==> src/rtl/unsigned_seq_mult_ls.sv <==
// Sequential unsigned shift-and-add multiplier, MSB-first over the multiplier.
// One multiplier bit per clock; done rises WIDTH edges after the load edge.
module unsigned_seq_mult_ls #(
    parameter int WIDTH = 6
) (
    input  logic                 clk,
    input  logic                 rst,
    input  logic                 load,
    input  logic [WIDTH-1:0]     a,
    input  logic [WIDTH-1:0]     b,
    output logic [2*WIDTH-1:0]   product,
    output logic                 done
);

    localparam int CW = $clog2(WIDTH + 1);
    localparam int IW = (WIDTH > 1) ? $clog2(WIDTH) : 1;

    logic [WIDTH-1:0]   mcand;
    logic [WIDTH-1:0]   mplier;
    logic [2*WIDTH-1:0] out;
    logic [CW-1:0]      counter;

    logic [IW-1:0]      idx;
    logic [2*WIDTH-1:0] addend;

    // Bit under the scan; only meaningful while counter < WIDTH.
    always_comb begin
        idx    = IW'(WIDTH - 1) - IW'(counter);
        addend = mplier[idx] ? {{WIDTH{1'b0}}, mcand} : '0;
    end

    always_ff @(posedge clk) begin
        if (rst) begin
            out     <= '0;
            counter <= CW'(WIDTH);
            done    <= 1'b0;
            mcand   <= '0;
            mplier  <= '0;
        end else if (load) begin
            mcand   <= a;
            mplier  <= b;
            out     <= '0;
            counter <= '0;
            done    <= 1'b0;
        end else if (counter < CW'(WIDTH)) begin
            out     <= (out << 1) + addend;
            counter <= counter + 1'b1;
            done    <= (counter == CW'(WIDTH - 1));
        end
    end

    assign product = out;

endmodule

==> config.mk <==
export PLATFORM = sky130hd
export DESIGN_NAME = unsigned_seq_mult_ls
export DESIGN_NICKNAME = d
export VERILOG_FILES = /design/src/rtl/unsigned_seq_mult_ls.sv
export SDC_FILE = /design/constraint.sdc
export NUM_CORES = 1
export LEC_CHECK = 0
export CORE_UTILIZATION = 46
export CTS_CLUSTER_SIZE = 28
export DETAILED_ROUTE_END_ITERATION = 16
export PLACE_DENSITY = 0.8
export SKIP_LAST_GASP = 1
export SYNTH_ARGS = -nofsm -noshare
export SYNTH_HDL_FRONTEND = slang
export SYNTH_SLANG_ARGS = --single-unit
==> constraint.sdc <==
create_clock -name clk -period 2.4 [get_ports clk]
set_input_delay 0.24 -clock clk [delete_from_list [all_inputs] [get_ports clk]]
set_output_delay 0.24 -clock clk [all_outputs]
set_load 0.05 [all_outputs]
==> flow_summary.html <==
<table>
<tr><th>Metric</th><th>Value</th></tr>
<tr><th colspan="2">Setup path</th></tr>
<tr><td>Critical path endpoint category</td><td>register</td></tr>
<tr><td>Startpoint type of the worst setup path</td><td>register</td></tr>
<tr><td>Required time reported for the critical path endpoint</td><td>2.67 ns</td></tr>
<tr><td>Top fanout value on the critical path</td><td>5</td></tr>
<tr><td>Category of the critical setup timing path</td><td>reg -&gt; reg</td></tr>
<tr><td>Crit path DAT</td><td>2.91 ns</td></tr>
<tr><th colspan="2">Place</th></tr>
<tr><td>Count of input and output buffers</td><td>27</td></tr>
<tr><td>Half-perimeter wire length of the detailed placement result</td><td>2250 µm</td></tr>
<tr><td>Final Wtd Congestion</td><td>0.845</td></tr>
<tr><td>Cell area reported after detailed placement</td><td>1820 µm²</td></tr>
<tr><th colspan="2">Logic synthesis</th></tr>
<tr><td>Post-synthesis compound-gate area fraction</td><td>0.157</td></tr>
<tr><td>Post-synth cell types</td><td>33</td></tr>
<tr><td>Yosys warning total</td><td>0</td></tr>
<tr><td>Proportion of synthesized area in mux cells</td><td>0.129</td></tr>
<tr><td>Post-Synthesis Mean Instance Area</td><td>9.29 µm²</td></tr>
<tr><td>Syn Std Cell Area</td><td>1420 µm²</td></tr>
<tr><td>Instance count of the mapped netlist</td><td>153</td></tr>
<tr><td>Fraction of the yosys area taken by sequential cells</td><td>0.394</td></tr>
<tr><td>Largest family of logic cells by synthesized area</td><td>compound AO/OA/AOI/OAI gates</td></tr>
<tr><td>Number of flip-flops and latches in the synthesized netlist</td><td>28</td></tr>
<tr><td>Adder-cell area share of the yosys netlist</td><td>0.0845</td></tr>
<tr><td>Post-synthesis xor/xnor area fraction</td><td>0.0431</td></tr>
<tr><td>Post-synth net total</td><td>177</td></tr>
<tr><td>Share of synthesized cell area in and, or, nand and nor gates</td><td>0.152</td></tr>
<tr><th colspan="2">Clocking</th></tr>
<tr><td>TritonCTS clock tree</td><td>done</td></tr>
<tr><td>Maximum level of the CTS H-tree</td><td>1</td></tr>
<tr><td>Clock root buffer</td><td>sky130_fd_sc_hd__clkbuf_4</td></tr>
<tr><td>Maximum clock path buffer count</td><td>2</td></tr>
<tr><td>Hold-fix buffers, CTS</td><td>0</td></tr>
<tr><td>Num CTS Buffers</td><td>3</td></tr>
<tr><td>TritonCTS sink count</td><td>28</td></tr>
<tr><td>Worst-skew pair later-pin latency</td><td>0.33 ns</td></tr>
<tr><td>Register clock-pin slew on the reported worst setup and hold paths</td><td>0.16 ns</td></tr>
<tr><th colspan="2">Detailed routing</th></tr>
<tr><td>Average wire per standard cell</td><td>14.3 µm</td></tr>
<tr><td>Via count</td><td>1244</td></tr>
<tr><td>DRT iter0 DRCs</td><td>42</td></tr>
<tr><td>Remaining DRCs</td><td>2</td></tr>
<tr><td>Routed via count divided by cell count</td><td>5.53</td></tr>
<tr><td>Antenna viol nets, final</td><td>0</td></tr>
<tr><td>First-pass iteration count of the detailed router</td><td>12</td></tr>
<tr><td>Final WL</td><td>3210 µm</td></tr>
<tr><th colspan="2">GRT</th></tr>
<tr><td>Busiest layer in global routing</td><td>met2</td></tr>
<tr><td>Wire length of the first global-routing pass</td><td>4960 µm</td></tr>
<tr><td>Tot GR Track Use</td><td>0.191</td></tr>
<tr><td>Maximum number of pins on one net before global-route repair</td><td>17</td></tr>
<tr><td>Vias in the first global route</td><td>1154</td></tr>
<tr><td>Total global routing overflow</td><td>0</td></tr>
<tr><td>Met1 usage</td><td>0.240</td></tr>
<tr><td>Grt met2 use</td><td>0.331</td></tr>
<tr><td>Met3 capacity usage during global routing</td><td>0.0249</td></tr>
<tr><td>Antenna violations before repair</td><td>0</td></tr>
<tr><th colspan="2">Pwr</th></tr>
<tr><td>Total power divided by cell area</td><td>517 nW/µm²</td></tr>
<tr><td>Overall Power</td><td>1.01 mW</td></tr>
<tr><td>Largest voltage drop on the vdd net</td><td>0.318 mV</td></tr>
<tr><td>LEAKAGE</td><td>0.801 nW</td></tr>
<tr><th colspan="2">Cells and area</th></tr>
<tr><td>Area occupied by multi-input gates</td><td>877 µm²</td></tr>
<tr><td>Ant. Diodes</td><td>0</td></tr>
<tr><td>Filler cells</td><td>213</td></tr>
<tr><td>Layout-stage area growth over the synthesis result</td><td>37.9%</td></tr>
<tr><td>Layout Nets</td><td>219</td></tr>
<tr><td>Final Instance Area</td><td>1960 µm²</td></tr>
<tr><td>Top library cells by usage in the layout, fill and taps aside</td><td>27 x sky130_fd_sc_hd__clkdlybuf4s50_1, 25 x sky130_fd_sc_hd__nor2_1, 25 x sky130_fd_sc_hd__dfxtp_1, 18 x sky130_fd_sc_hd__buf_4, 16 x sky130_fd_sc_hd__mux2i_1</td></tr>
<tr><td>Share of layout cells above drive strength 1</td><td>0.237</td></tr>
<tr><td>Most common cell after layout, fill and taps aside</td><td>sky130_fd_sc_hd__clkdlybuf4s50_1</td></tr>
<tr><td>Storage element area</td><td>564 µm²</td></tr>
<tr><th colspan="2">Status</th></tr>
<tr><td>Violated checks</td><td>DRC, setup timing</td></tr>
<tr><td>Run status</td><td>complete, but fails checks</td></tr>
<tr><th colspan="2">Timing</th></tr>
<tr><td>Worst-margin pin slew</td><td>0.532 ns</td></tr>
<tr><td>Total count of max-transition violations in the final report</td><td>0</td></tr>
<tr><td>Part of the cycle the worst path needs</td><td>1.10</td></tr>
<tr><td>Final worst-path setup slack</td><td>-0.243 ns</td></tr>
<tr><td>Setup Skew</td><td>0.00204 ns</td></tr>
<tr><td>Maximum frequency from static timing analysis</td><td>0.378 GHz</td></tr>
<tr><td>Final Hold Viols</td><td>0</td></tr>
<tr><td>Setup repair after global routing missed its margin</td><td>true</td></tr>
<tr><td>WHS</td><td>0.494 ns</td></tr>
<tr><td>Setup violators final</td><td>8</td></tr>
<tr><td>Setup TNS after final layout</td><td>-1.14 ns</td></tr>
<tr><td>Time the worst path needs with I/O delays and setup</td><td>2.64 ns</td></tr>
<tr><td>Relative slew slack</td><td>0.644</td></tr>
<tr><th colspan="2">Floorplan</th></tr>
<tr><td>Starting utilization of the core area</td><td>0.498</td></tr>
<tr><td>Die width</td><td>57.6 µm</td></tr>
<tr><td>Die height</td><td>57.6 µm</td></tr>
<tr><td>Placeable core region</td><td>2850 µm²</td></tr>
<tr><td>Top-Level Pins</td><td>28</td></tr>
<tr><td>Die Outline Area</td><td>3320 µm²</td></tr>
<tr><td>Row Count</td><td>19</td></tr>
<tr><th colspan="2">Worst hold path</th></tr>
<tr><td>HP Class</td><td>in -&gt; reg</td></tr>
<tr><th colspan="2">Run</th></tr>
<tr><td>Number of max-cap violations</td><td>0</td></tr>
</table>
==> metrics by stage <==
| step | cells | worst slack [ns] | utilization |
|---|---|---|---|
| 2_1_floorplan | 153 | -0.172 | - |
| 5_1_grt | 225 | -0.360 | 0.687 |
| 3_5_place_dp | 217 | -0.271 | 0.639 |
| 4_1_cts | 224 | -0.268 | 0.667 |
| 3_3_place_gp | 217 | -0.236 | 0.639 |
| 6_report | 225 | -0.243 | 0.687 |
==> cell families after synthesis <==
family | Yosys count
simple gates | 45
compound gates | 33
flops | 28
mux | 17
buf+inv | 14
fa+ha+maj | 9
xor+xnor | 7
==> report_power, final <==
group          switching (mW)  internal, mW  total, mW
registers              0.0175         0.488      0.505
clock network           0.148         0.169      0.317
logic                  0.0945        0.0959      0.190
total                   0.260         0.753       1.01
==> routing by layer <==
metal	part of all wire	wire (µm)
met1	0.44	1420
met5	0	0
met4	0.016	53
met3	0.047	150
met2	0.49	1590
==> cell type report <==
class                           instances  area share
Sequential cell                        28       0.288
Clock inverter                          1      0.0153
Tap cell                               31      0.0198
Clock buffer                            3      0.0115
Multi-Input combinational cell        111       0.447
Timing Repair Buffer                   45       0.207
Inverter                                6      0.0115
==> path summary, 6_finish.rpt <==
| path | from | end | slack [ns] | cells past startpoint |
|---|---|---|---|---|
| setup / recovery | counter[1] | product[11] | -0.24 | 14 |
| hold reg to reg | mplier[3] | mplier[3] | 0.53 | 2 |
| hold / removal | b[5] | mplier[5] | 0.49 | 3 |
| setup reg to reg | counter[1] | product[11] | -0.24 | 14 |
==> synthesized netlist by cell type <==
| master | instances | area [µm²] |
|---|---|---|
| sky130_fd_sc_hd__mux2i_1 | 16 | 160 |
| sky130_fd_sc_hd__a21o_1 | 1 | 7.51 |
| sky130_fd_sc_hd__o21ai_0 | 10 | 50.1 |
| sky130_fd_sc_hd__ha_1 | 8 | 100 |
| sky130_fd_sc_hd__a32oi_1 | 1 | 8.76 |
| sky130_fd_sc_hd__nor2b_4 | 1 | 13.8 |
| sky130_fd_sc_hd__o2111ai_2 | 1 | 15.0 |
| sky130_fd_sc_hd__o21a_1 | 1 | 7.51 |
| sky130_fd_sc_hd__or2_2 | 1 | 6.26 |
| sky130_fd_sc_hd__a21oi_1 | 8 | 40.0 |
| sky130_fd_sc_hd__nor4b_1 | 1 | 8.76 |
| sky130_fd_sc_hd__o31a_2 | 1 | 10.0 |
| sky130_fd_sc_hd__o31a_1 | 1 | 8.76 |
| sky130_fd_sc_hd__a211oi_2 | 1 | 12.5 |
| sky130_fd_sc_hd__o2111ai_1 | 2 | 17.5 |
| sky130_fd_sc_hd__and3_1 | 2 | 12.5 |
| sky130_fd_sc_hd__o21bai_1 | 2 | 15.0 |
| sky130_fd_sc_hd__nand2b_1 | 1 | 6.26 |
| sky130_fd_sc_hd__fa_1 | 1 | 20.0 |
| sky130_fd_sc_hd__xor2_1 | 5 | 43.8 |
| sky130_fd_sc_hd__buf_2 | 4 | 20.0 |
| sky130_fd_sc_hd__a211oi_1 | 4 | 30.0 |
| sky130_fd_sc_hd__dfxtp_1 | 28 | 561 |
| sky130_fd_sc_hd__mux4_2 | 1 | 22.5 |
| sky130_fd_sc_hd__nor3_1 | 3 | 15.0 |
| sky130_fd_sc_hd__nor2_1 | 26 | 97.6 |
| sky130_fd_sc_hd__and2b_1 | 1 | 7.51 |
| sky130_fd_sc_hd__nand2_1 | 2 | 7.51 |
| sky130_fd_sc_hd__nor2b_1 | 5 | 31.3 |
| sky130_fd_sc_hd__nand3_1 | 2 | 10.0 |
| sky130_fd_sc_hd__inv_1 | 6 | 22.5 |
| sky130_fd_sc_hd__xnor2_1 | 2 | 17.5 |
| sky130_fd_sc_hd__clkbuf_1 | 4 | 15.0 |
==> timing repair <==
| item | in CTS | in global routing |
|---|---|---|
| pin swaps | 14 | 9 |
| gates resized for setup | 4 | 11 |
| setup buffers | 3 | 2 |
| endpoints found under the setup margin | 8 | 9 |
==> flip-flops by register name, summed over array words and instances (netlist names) <==
name     count
counter      3
done         1
mcand        6
mplier       6
product     12
==> worst max-delay path: stages (launching register included) <==
cell and delay [ns]:
sky130_fd_sc_hd__dfxtp_2 0.37, sky130_fd_sc_hd__inv_2 0.05, sky130_fd_sc_hd__ha_4 0.26, sky130_fd_sc_hd__mux4_2 0.16
sky130_fd_sc_hd__nand2_1 0.05, sky130_fd_sc_hd__o31a_2 0.13, sky130_fd_sc_hd__nor2b_1 0.13, sky130_fd_sc_hd__ha_2 0.20
sky130_fd_sc_hd__inv_2 0.04, sky130_fd_sc_hd__fa_2 0.36, sky130_fd_sc_hd__nor2b_4 0.14, sky130_fd_sc_hd__o31a_1 0.24
sky130_fd_sc_hd__o2111ai_2 0.13, sky130_fd_sc_hd__xnor2_1 0.16, sky130_fd_sc_hd__a211oi_2 0.17
No activity file was read; power rests on OpenSTA's default activity.
